**src/rtl/cascade_timer_if.sv**
```systemverilog
// Control/status bundle for cascade_timer_ctrl.
// The periodic field exists only when CASCADE_TIMER_AUTO_RELOAD_EN is defined.
interface cascade_timer_if #(
  parameter int FAST_W = 4,
  parameter int SLOW_W = 3
);
  logic              start;
  logic              stop;
  logic [FAST_W-1:0] fast_max;
  logic [SLOW_W-1:0] slow_max;
`ifdef CASCADE_TIMER_AUTO_RELOAD_EN
  logic              periodic;
`endif
  logic              busy;
  logic [FAST_W-1:0] fast_cnt;
  logic [SLOW_W-1:0] slow_cnt;
  logic              tick;
  logic              done;

`ifdef CASCADE_TIMER_AUTO_RELOAD_EN
  modport master (output start, stop, fast_max, slow_max, periodic,
                  input  busy, fast_cnt, slow_cnt, tick, done);
  modport slave  (input  start, stop, fast_max, slow_max, periodic,
                  output busy, fast_cnt, slow_cnt, tick, done);
`else
  modport master (output start, stop, fast_max, slow_max,
                  input  busy, fast_cnt, slow_cnt, tick, done);
  modport slave  (input  start, stop, fast_max, slow_max,
                  output busy, fast_cnt, slow_cnt, tick, done);
`endif
endinterface

```
**src/rtl/cascade_timer_ctrl.sv**
```systemverilog
// Start/stop sequencer for a fast prescale counter cascaded into a slow counter.
// Define CASCADE_TIMER_AUTO_RELOAD_EN for periodic (auto-reload) runs.
module cascade_timer_ctrl #(
  parameter int FAST_W = 4,
  parameter int SLOW_W = 3
) (
  input  logic             clk,
  input  logic             rst_n,
  cascade_timer_if.slave   bus
);
  typedef enum logic {IDLE, RUN} state_t;

  state_t            state_q, state_d;
  logic [FAST_W-1:0] fast_max_q, fast_max_d, fast_q, fast_d;
  logic [SLOW_W-1:0] slow_max_q, slow_max_d, slow_q, slow_d;
  logic              busy_q, busy_d, tick_q, tick_d, done_q, done_d;
  logic              reload;

`ifdef CASCADE_TIMER_AUTO_RELOAD_EN
  logic periodic_q, periodic_d;
  assign reload = periodic_q;
`else
  assign reload = 1'b0;
`endif

  always_ff @(posedge clk or negedge rst_n) begin
    if (!rst_n) state_q <= IDLE;
    else        state_q <= state_d;
  end

  always_comb begin
    state_d    = state_q;
    fast_max_d = fast_max_q;
    slow_max_d = slow_max_q;
`ifdef CASCADE_TIMER_AUTO_RELOAD_EN
    periodic_d = periodic_q;
`endif
    fast_d = fast_q;
    slow_d = slow_q;
    busy_d = busy_q;
    tick_d = 1'b0;
    done_d = 1'b0;
    case (state_q)
      IDLE: begin
        // start+stop together is treated as no request
        if (bus.start && !bus.stop) begin
          fast_max_d = bus.fast_max;
          slow_max_d = bus.slow_max;
`ifdef CASCADE_TIMER_AUTO_RELOAD_EN
          periodic_d = bus.periodic;
`endif
          fast_d  = '0;
          slow_d  = '0;
          busy_d  = 1'b1;
          state_d = RUN;
        end
      end
      RUN: begin
        if (bus.stop) begin
          fast_d  = '0;
          slow_d  = '0;
          busy_d  = 1'b0;
          state_d = IDLE;
        end else if (fast_q != fast_max_q) begin
          fast_d = FAST_W'(fast_q + 1'b1);
        end else begin
          fast_d = '0;
          tick_d = 1'b1;
          if (slow_q != slow_max_q) begin
            slow_d = SLOW_W'(slow_q + 1'b1);
          end else begin
            slow_d = '0;
            done_d = 1'b1;
            if (!reload) begin
              busy_d  = 1'b0;
              state_d = IDLE;
            end
          end
        end
      end
      default: state_d = IDLE;
    endcase
  end

  always_ff @(posedge clk or negedge rst_n) begin
    if (!rst_n) begin
      fast_max_q <= '0;
      slow_max_q <= '0;
`ifdef CASCADE_TIMER_AUTO_RELOAD_EN
      periodic_q <= 1'b0;
`endif
      fast_q <= '0;
      slow_q <= '0;
      busy_q <= 1'b0;
      tick_q <= 1'b0;
      done_q <= 1'b0;
    end else begin
      fast_max_q <= fast_max_d;
      slow_max_q <= slow_max_d;
`ifdef CASCADE_TIMER_AUTO_RELOAD_EN
      periodic_q <= periodic_d;
`endif
      fast_q <= fast_d;
      slow_q <= slow_d;
      busy_q <= busy_d;
      tick_q <= tick_d;
      done_q <= done_d;
    end
  end

  assign bus.busy     = busy_q;
  assign bus.fast_cnt = fast_q;
  assign bus.slow_cnt = slow_q;
  assign bus.tick     = tick_q;
  assign bus.done     = done_q;
endmodule

```
**src/flat_wrapper.sv**
```systemverilog
// flat-port wrapper written by rule: the top's interface ports become plain ports
module cascade_timer_ctrl_flat 
#(
  parameter int FAST_W = 4,
  parameter int SLOW_W = 3
)
  (clk, rst_n, bus_start, bus_stop, bus_fast_max, bus_slow_max, bus_busy, bus_fast_cnt, bus_slow_cnt, bus_tick, bus_done);
  cascade_timer_if #(.FAST_W(FAST_W), .SLOW_W(SLOW_W)) bus_i ();
  input  logic clk;
  input  logic rst_n;
  input wire logic [$bits(bus_i.start)-1:0] bus_start;
  input wire logic [$bits(bus_i.stop)-1:0] bus_stop;
  input wire logic [$bits(bus_i.fast_max)-1:0] bus_fast_max;
  input wire logic [$bits(bus_i.slow_max)-1:0] bus_slow_max;
  output wire logic [$bits(bus_i.busy)-1:0] bus_busy;
  output wire logic [$bits(bus_i.fast_cnt)-1:0] bus_fast_cnt;
  output wire logic [$bits(bus_i.slow_cnt)-1:0] bus_slow_cnt;
  output wire logic [$bits(bus_i.tick)-1:0] bus_tick;
  output wire logic [$bits(bus_i.done)-1:0] bus_done;
  assign bus_i.start = bus_start;
  assign bus_i.stop = bus_stop;
  assign bus_i.fast_max = bus_fast_max;
  assign bus_i.slow_max = bus_slow_max;
  assign bus_busy = bus_i.busy;
  assign bus_fast_cnt = bus_i.fast_cnt;
  assign bus_slow_cnt = bus_i.slow_cnt;
  assign bus_tick = bus_i.tick;
  assign bus_done = bus_i.done;
  cascade_timer_ctrl #(.FAST_W(FAST_W), .SLOW_W(SLOW_W)) u_core (.clk(clk), .rst_n(rst_n), .bus(bus_i));
endmodule
```
**config.mk**
```make
export PLATFORM = sky130hd
export DESIGN_NAME = cascade_timer_ctrl_flat
export DESIGN_NICKNAME = d
export VERILOG_FILES = /design/src/rtl/cascade_timer_if.sv /design/src/rtl/cascade_timer_ctrl.sv /design/src/flat_wrapper.sv
export SDC_FILE = /design/constraint.sdc
export NUM_CORES = 1
export LEC_CHECK = 0
export BUFFER_PORTS_ARGS = -buffer_cell sky130_fd_sc_hd__buf_2
export CORE_MARGIN = 3
export CORE_UTILIZATION = 34
export CTS_BUF_LIST = sky130_fd_sc_hd__clkbuf_8
export DETAILED_ROUTE_END_ITERATION = 12
export REMOVE_ABC_BUFFERS = 1
export SLEW_MARGIN = 10
export SYNTH_ARGS = -nofsm -noshare
export SYNTH_HDL_FRONTEND = slang
export SYNTH_SLANG_ARGS = --single-unit
```
**constraint.sdc**
```tcl
create_clock -name clk -period 1.7 [get_ports clk]
set_input_delay 0.17 -clock clk [delete_from_list [all_inputs] [get_ports clk]]
set_output_delay 0.17 -clock clk [all_outputs]
set_load 0.01 [all_outputs]
```
== Yosys cells after proc, flatten, opt, wreduce, memory -nomap -nowiden ==
Index checks and enable logic that the tools add are counted.

* Flip-flop bits (word level): 18
* Bits of input ports: 11
* Output and inout bits: 10
* Word-level logic and storage cells: 47

* Add/subtract/negate cells: 2
* Eq/ne operators: 5
* Mux-type cells: 26
* Bitwise gates (word level): 1
* Reduce and logical (&&, ||, !) cells: 5

{| class="wikitable"
|+ Operator list
! cell !! count
|-
| two-way mux 1 bit || 15
|-
| two-way mux 3 bit || 4
|-
| two-way mux 4 bit || 3
|-
| one-hot mux 4 bit (2 select lines) || 1
|-
| != test 3 bit (second input constant) || 2
|-
| one-hot mux 3 bit (2 select lines) || 1
|-
| adder 4 x 1 -> 4 bit (second input constant) || 1
|-
| != test 4 bit || 1
|-
| one-hot mux 1 bit (2 select lines) || 2
|-
| AND reduction 2 bit || 2
|-
| adder 3 x 1 -> 3 bit (second input constant) || 1
|-
| != test 3 bit || 1
|-
| AND reduction 3 bit || 1
|-
| != test 2 x 1 -> 1 bit (second input constant) || 1
|-
| logical AND 1 bit || 1
|-
| zero test 1 bit || 1
|-
| inverter 1 bit || 1
|}

== Longest topological paths before layout ==
Gate-level depths: netlist of the first run.

* Depth in word-level cells: 5
* Depth in mapped cells: 5
* Mapped depth without buffers: 4

== Worst setup path before layout of the first run ==
OpenSTA, ideal clock, no wires.

* Path type: flip-flop to flip-flop
* Start point: register u_core.fast_q[2], in the netlist u_core.bus.fast_cnt[2]
* End point: register u_core.slow_q[0], in the netlist u_core.bus.slow_cnt[0]
* Setup time: 0.074 ns
* Arrival: 1.392 ns
* Required time: 1.626 ns
* Setup slack: 0.234 ns
* Cell stages (with the launch flop): 5
* Path buffers: 0
* Clock period less this slack: 1.466 ns
* Cells stage by stage: dfrtp_1 xnor2_2 a41oi_4 or3b_4 o21ai_2

* Word-level cells in the longest chain between the ends: 3

{| class="wikitable"
|+ RTL lines
! item !! RTL line !! RTL
|-
| start: declaration || cascade_timer_ctrl.sv:14 || <nowiki>logic [FAST_W-1:0] fast_max_q, fast_max_d, fast_q, fast_d;</nowiki>
|-
| start signal: assignment || cascade_timer_ctrl.sv:103 || <nowiki>fast_q <= fast_d;</nowiki>
|-
| != test 4 bit || cascade_timer_ctrl.sv:64 || <nowiki>end else if (fast_q != fast_max_q) begin</nowiki>
|-
| != test 3 bit (no source line) || -- ||
|-
| AND reduction 2 bit (no source line) || -- ||
|-
| end signal: assignment || cascade_timer_ctrl.sv:104 || <nowiki>slow_q <= slow_d;</nowiki>
|-
| end: declaration || cascade_timer_ctrl.sv:15 || <nowiki>logic [SLOW_W-1:0] slow_max_q, slow_max_d, slow_q, slow_d;</nowiki>
|}

Every way passes these cells.
A chain may end at the register's enable or synchronous reset.

== Worst setup path in the final report of the first run ==
Same ends and word-level chain as after synthesis.

==> flow_metrics.tcl, run 1 <==
set metrics [dict create \
    status "complete, no violations" \
    die_x_um 57.4 \
    dr.pass1.iters 3 \
    cp_slowest_cell "or3b_4" \
    layout_common_cells "buf_2 (20), dfrtp_1 (18), mux2_2 (7)" \
    r2r_setup_slack_ps 180 \
    cts_buffers 3 \
    synth-seq-cells 18 \
    ir_drop_mv 0.851 \
    dieArea_mm2 0.00330 \
    rows 18 \
    cts_buffer_depth 2 \
    synth_area_um2 900 \
    fmax_ghz 0.657 \
    worstSetupPathType "flip-flop to flip-flop" \
    synth_top_cell_by_area "dfrtp_1" \
    port_buffers 20 \
    wl_per_cell_um 13.3 \
    first_iter_violations 18 \
    cp_data_required_time_ps 1880 \
    synthesis.instances 73 \
    setup_viol 0 \
    power.static_leakage_nw 0.512 \
    place_congestion 0.710 \
    tns_ps 0 \
    via_per_inst 4.87 \
    postRouteAntennaNets 0 \
    endpoint_kind "flip-flop" \
    cts_sinks 18 \
    stdcell_area_mm2 0.00111 \
    p_per_area_mw_per_mm2 1670 \
    routed_wl_um 1720 \
    grt_pass1_vias 692 \
    antenna_found_initial 0 \
    setup_slack_ps 178 \
    synth_area_leaders "dfrtp_1 (50%), mux2_2 (8.8%), xnor2_2 (7.2%)" \
    drc 0 \
    ys_seq_area_frac 0.501 \
    hp-class "input pin to flip-flop" \
    cp.arrival_ps 1700 \
    cap_violations 0 \
    cts_repair_resize_count 0 \
    layout_commonest_cell "buf_2" \
    initial_core_util 0.360 \
    syn_to_final_growth_pct 23.6 \
    hold_buffers 1 \
    grt_first_pass_wirelength_um 3110 \
    antenna_cells 0 \
    period_needed_ps 1520 \
    die_h_um 57.4 \
    grt_overflow 0 \
    grt_usage 0.121 \
    clockRootBuffer "clkbuf_8" \
    io_pins 21 \
    h-tree-depth 1 \
    cp-start-kind "flip-flop" \
    cp_top_family "simple AND/OR/NAND/NOR gates" \
    core_area_mm2 0.00250 \
    drv_slew 0 \
    grt_max_degree 19 \
    worst_skew_pair.late_latency_ps 250 \
    critPathMaxStageDelay_ps 450 \
    tightestPinTransition_ps 433 \
    vias 628 \
    yosysTopAreaCellShare 0.501 \
    dpl.hpwl_um 1290 \
    cts_setup_buffers 0 \
    placed_area_mm2 0.00105 \
    clkTransAtPathRegs_ps 70 \
    hold-worst-slack_ps 149 \
    crit_path_cell_trace "xnor2_2 > a41oi_4 > or3b_4 > o21ai_2" \
    dp_slack_ps 166 \
    final_nets 113 \
    hold_viol_final 0 \
    cts_tree "built" \
    rsz0062_at_grt "no" \
    fin_worst_skew_ps 3.10 \
    critPathBufInv 0 \
    critical_path.max_fanout 9 \
    yosysUniqueCellTypes 28 \
    drive_gt1_frac 0.444 \
    max_slew_margin 0.712 \
    finalCritPeriodShare 0.895 \
    avgSynthCellArea_um2 12.3 \
    yosys_warnings 0 \
]
## power by group
| group | switching (W) | total [W] | internal [W] |
|---|---|---|---|
| clock network | 0.000140 | 0.000345 | 0.000205 |
| logic | 0.000385 | 0.000772 | 0.000387 |
| registers | 0.000160 | 0.000745 | 0.000585 |
| total | 0.000684 | 0.00186 | 0.00118 |
## final timing paths
check | depth (start not counted) | endpoint | startpoint
setup / recovery | 4 | u_core.bus.slow_cnt[0] | u_core.bus.fast_cnt[2]
hold / removal | 2 | u_core.slow_max_q[1] | bus_slow_max[1]
setup reg to reg | 4 | u_core.bus.slow_cnt[0] | u_core.bus.fast_cnt[2]
hold reg to reg | 2 | u_core.bus.busy | u_core.bus.busy
max in group asynchronous | 2 | u_core.fast_max_q[1] | rst_n
min in group asynchronous | 2 | u_core.state_q | rst_n
## layer usage
layer / vias up / routed length (um) / GRT usage
li1: 311 / - / -
met1: 305 / 765 / 0.149
met2: 10 / 864 / 0.202
met3: 2 / 66 / 0.0271
met4: 0 / 25 / 0.0497
met5: - / 0 / 0
## cells by family after synthesis
kind of cell	after synthesis	synth area share
xor+xnor	8	0.111
fa+ha+maj	2	0.0278
simple gates	16	0.0960
compound gates	16	0.150
flops	18	0.501
mux	7	0.0876
buf+inv	6	0.0264
## through the flow
stage	total power, W	util	cells
floorplan	0.00131	-	72
finish	0.00186	0.445	129
detailed placement	0.00153	0.419	124
global placement	0.00150	0.419	124
global route	0.00200	0.445	129
CTS	0.00188	0.445	129
## synthesized netlist by cell type
master and instances:
a211oi_1 1, a21oi_1 3, a22o_2 1, a31oi_1 1, a31oi_2 1, a41oi_4 1, and3_1 1, buf_2 1
dfrtp_1 18, ha_1 2, inv_1 5, mux2_2 7, nand2_1 5, nand2b_1 2, nand3_1 3, nand4_1 1
nor2_1 1, nor3_1 1, o211ai_1 1, o21ai_0 4, o21ai_2 1, o22ai_2 1, o31ai_1 1, or3_2 1
or3b_4 1, xnor2_1 3, xnor2_2 4, xor2_1 1
## flip-flops by register name (all words and copies together) (netlist names)
signal and flops:
u_core.bus.slow_cnt 3, u_core.state_q 1, u_core.slow_max_q 3, u_core.fast_max_q 4, u_core.bus.busy 1, u_core.bus.tick 1
u_core.bus.done 1, u_core.bus.fast_cnt 4
## cell type report
cell class                 count  area, um2
fill                         234       1390
sequential                    18        450
multi-input combinational     49        425
timing repair buffer          23        125
clock buffer                   4       55.1
tap                           30       37.5
inverter                       5       18.8
## worst register-to-register path: cells and delay by family, from the launching register on
family                    cells  cell delay, ps
and+or+nand+nor               1             450
DFF                           1             440
AOI/OAI and AO/OA             2             310
xor gates and xnor gates      1             250
Power figures use the tool's default switching activity.
==> run 2: changes to the inputs <==
- BUFFER_PORTS_ARGS: -buffer_cell sky130_fd_sc_hd__buf_2 -> not set
- DONT_BUFFER_PORTS: not set -> 1
==> run 2 against run 1 <==
Compared with the run above: combinational power is essentially flat; design area is 6.3% lower; sequential share of layout area is 2.7 points higher; routed wire length shrank 2.7%; count of clock-buffer cells in the layout unchanged; hold slack got worse by 94 ps; highest routed layer unchanged; critical path type unchanged; critical path depth stayed put.
==> flow_metrics.tcl, run 2 (synthesized netlist as in run 1, its figures left out) <==
set metrics [dict create \
    status "complete, no violations" \
    worst_skew_pair.late_latency_ps 260 \
    wl_per_cell_um 14.8 \
    vias 586 \
    ir_drop_mv 0.862 \
    port_buffers 0 \
    antenna_cells 0 \
    grt_overflow 0 \
    endpoint_kind "flip-flop" \
    drc 0 \
    drv_slew 0 \
    h-tree-depth 1 \
    postRouteAntennaNets 0 \
    via_per_inst 5.19 \
    cp-start-kind "flip-flop" \
    fmax_ghz 0.661 \
    cts_buffers 3 \
    cts_buffer_depth 2 \
    r2r-start "u_core.bus.fast_cnt[3]" \
    grt_first_pass_wirelength_um 2960 \
    final_nets 97 \
    period_needed_ps 1510 \
    setup_viol 0 \
    grt_pass1_vias 601 \
    r2r.worst_path.cells 4 \
    finalCritPeriodShare 0.890 \
    grt_usage 0.121 \
    dr.pass1.iters 4 \
    grt_max_degree 19 \
    tns_ps 0 \
    routed_wl_um 1680 \
    cts_sinks 18 \
    core_area_mm2 0.00250 \
    dieArea_mm2 0.00330 \
    clockRootBuffer "clkbuf_8" \
    dpl.hpwl_um 1230 \
    die_h_um 57.4 \
    cp_slowest_cell "dfrtp_1" \
    fin_worst_skew_ps 2.49 \
    hold_depth 1 \
    critPathMaxStageDelay_ps 470 \
    hold-worst-slack_ps 54.5 \
    initial_core_util 0.360 \
    hp-class "input pin to flip-flop" \
    critical_path.max_fanout 9 \
    max_slew_margin 0.466 \
    die_x_um 57.4 \
    place_congestion 0.759 \
    io_pins 21 \
    power.static_leakage_nw 0.442 \
    drive_gt1_frac 0.337 \
    tightestPinTransition_ps 799 \
    first_iter_violations 25 \
    cp.arrival_ps 1710 \
    syn_to_final_growth_pct 15.9 \
    clkTransAtPathRegs_ps 70 \
    layout_commonest_cell "dfrtp_1" \
    hold_start "bus_slow_max[0]" \
    p_per_area_mw_per_mm2 1790 \
    hold_viol_final 0 \
    rows 18 \
    crit_path_cell_trace "xnor2_2 > a41oi_4 > or3b_4 > o21ai_2" \
    layout_common_cells "dfrtp_1 (18), mux2_2 (7), buf_4 (6)" \
    cp-startpoint "u_core.bus.fast_cnt[3]" \
    rsz0062_at_grt "no" \
    cp_data_required_time_ps 1890 \
    worstSetupPathType "flip-flop to flip-flop" \
    cap_violations 0 \
    cts_setup_buffers 0 \
    cts_tree "built" \
    antenna_found_initial 0 \
]
==> run 2: cell count changes in the layout (fill, tap and decap cells not counted) <==
cell,previous run,this run
buf_2,20,0
buf_4,2,6
==> run 2: worst paths after layout <==
| path | slack, ps | end |
|---|---|---|
| min in group asynchronous | 440 | u_core.state_q |
| worst min-delay path | 50 | u_core.slow_max_q[0] |
| worst max register to register | 190 | u_core.bus.slow_cnt[0] |
| worst max-delay path | 190 | u_core.bus.slow_cnt[0] |
| worst min register to register | 530 | u_core.slow_max_q[1] |
| max in group asynchronous | 770 | u_core.bus.fast_cnt[3] |
==> run 2: final cells by class <==
cell class | instances | area [um2]
sequential | 18 | 450
inverter | 5 | 18.8
fill | 227 | 1460
multi-input combinational | 49 | 425
tap | 30 | 37.5
clock buffer | 4 | 55.1
timing repair buffer | 7 | 55.1
==> run 2: timing repair <==
item	CTS	global route
hold buffers	1	0
endpoints found under the hold margin	18	0
gates resized for setup	0	0
==> run 2: critical path, delay by kind of cell, from the launching register on <==
kind                      cells  cell delay [ps]
and+or+nand+nor               1              450
DFF                           1              470
xor gates and xnor gates      1              230
AOI/OAI and AO/OA             2              300
==> run 2: metal layers <==
layer  share of wire  global-route usage
met5               0                   0
met4           0.037              0.0894
met3           0.059              0.0271
met2            0.48               0.184
met1            0.42               0.148
==> run 2: report_power, final <==
part           switching [W]  internal (W)
clock               0.000154      0.000206
combinational       0.000393      0.000383
sequential          0.000141      0.000585
==> run 2: metrics by stage <==
| stage | instances | cell area (um2) | util | power (W) | setup slack, ps |
|---|---|---|---|---|---|
| after floorplan | 72 | 895 | - | 0.00131 | 234 |
| after global placement | 108 | 977 | 0.391 | 0.00150 | 221 |
| after detailed placement | 108 | 977 | 0.391 | 0.00151 | 193 |
| after CTS | 113 | 1040 | 0.417 | 0.00189 | 172 |
| after global routing | 113 | 1040 | 0.417 | 0.00200 | 118 |
| final | 113 | 1040 | 0.417 | 0.00186 | 187 |
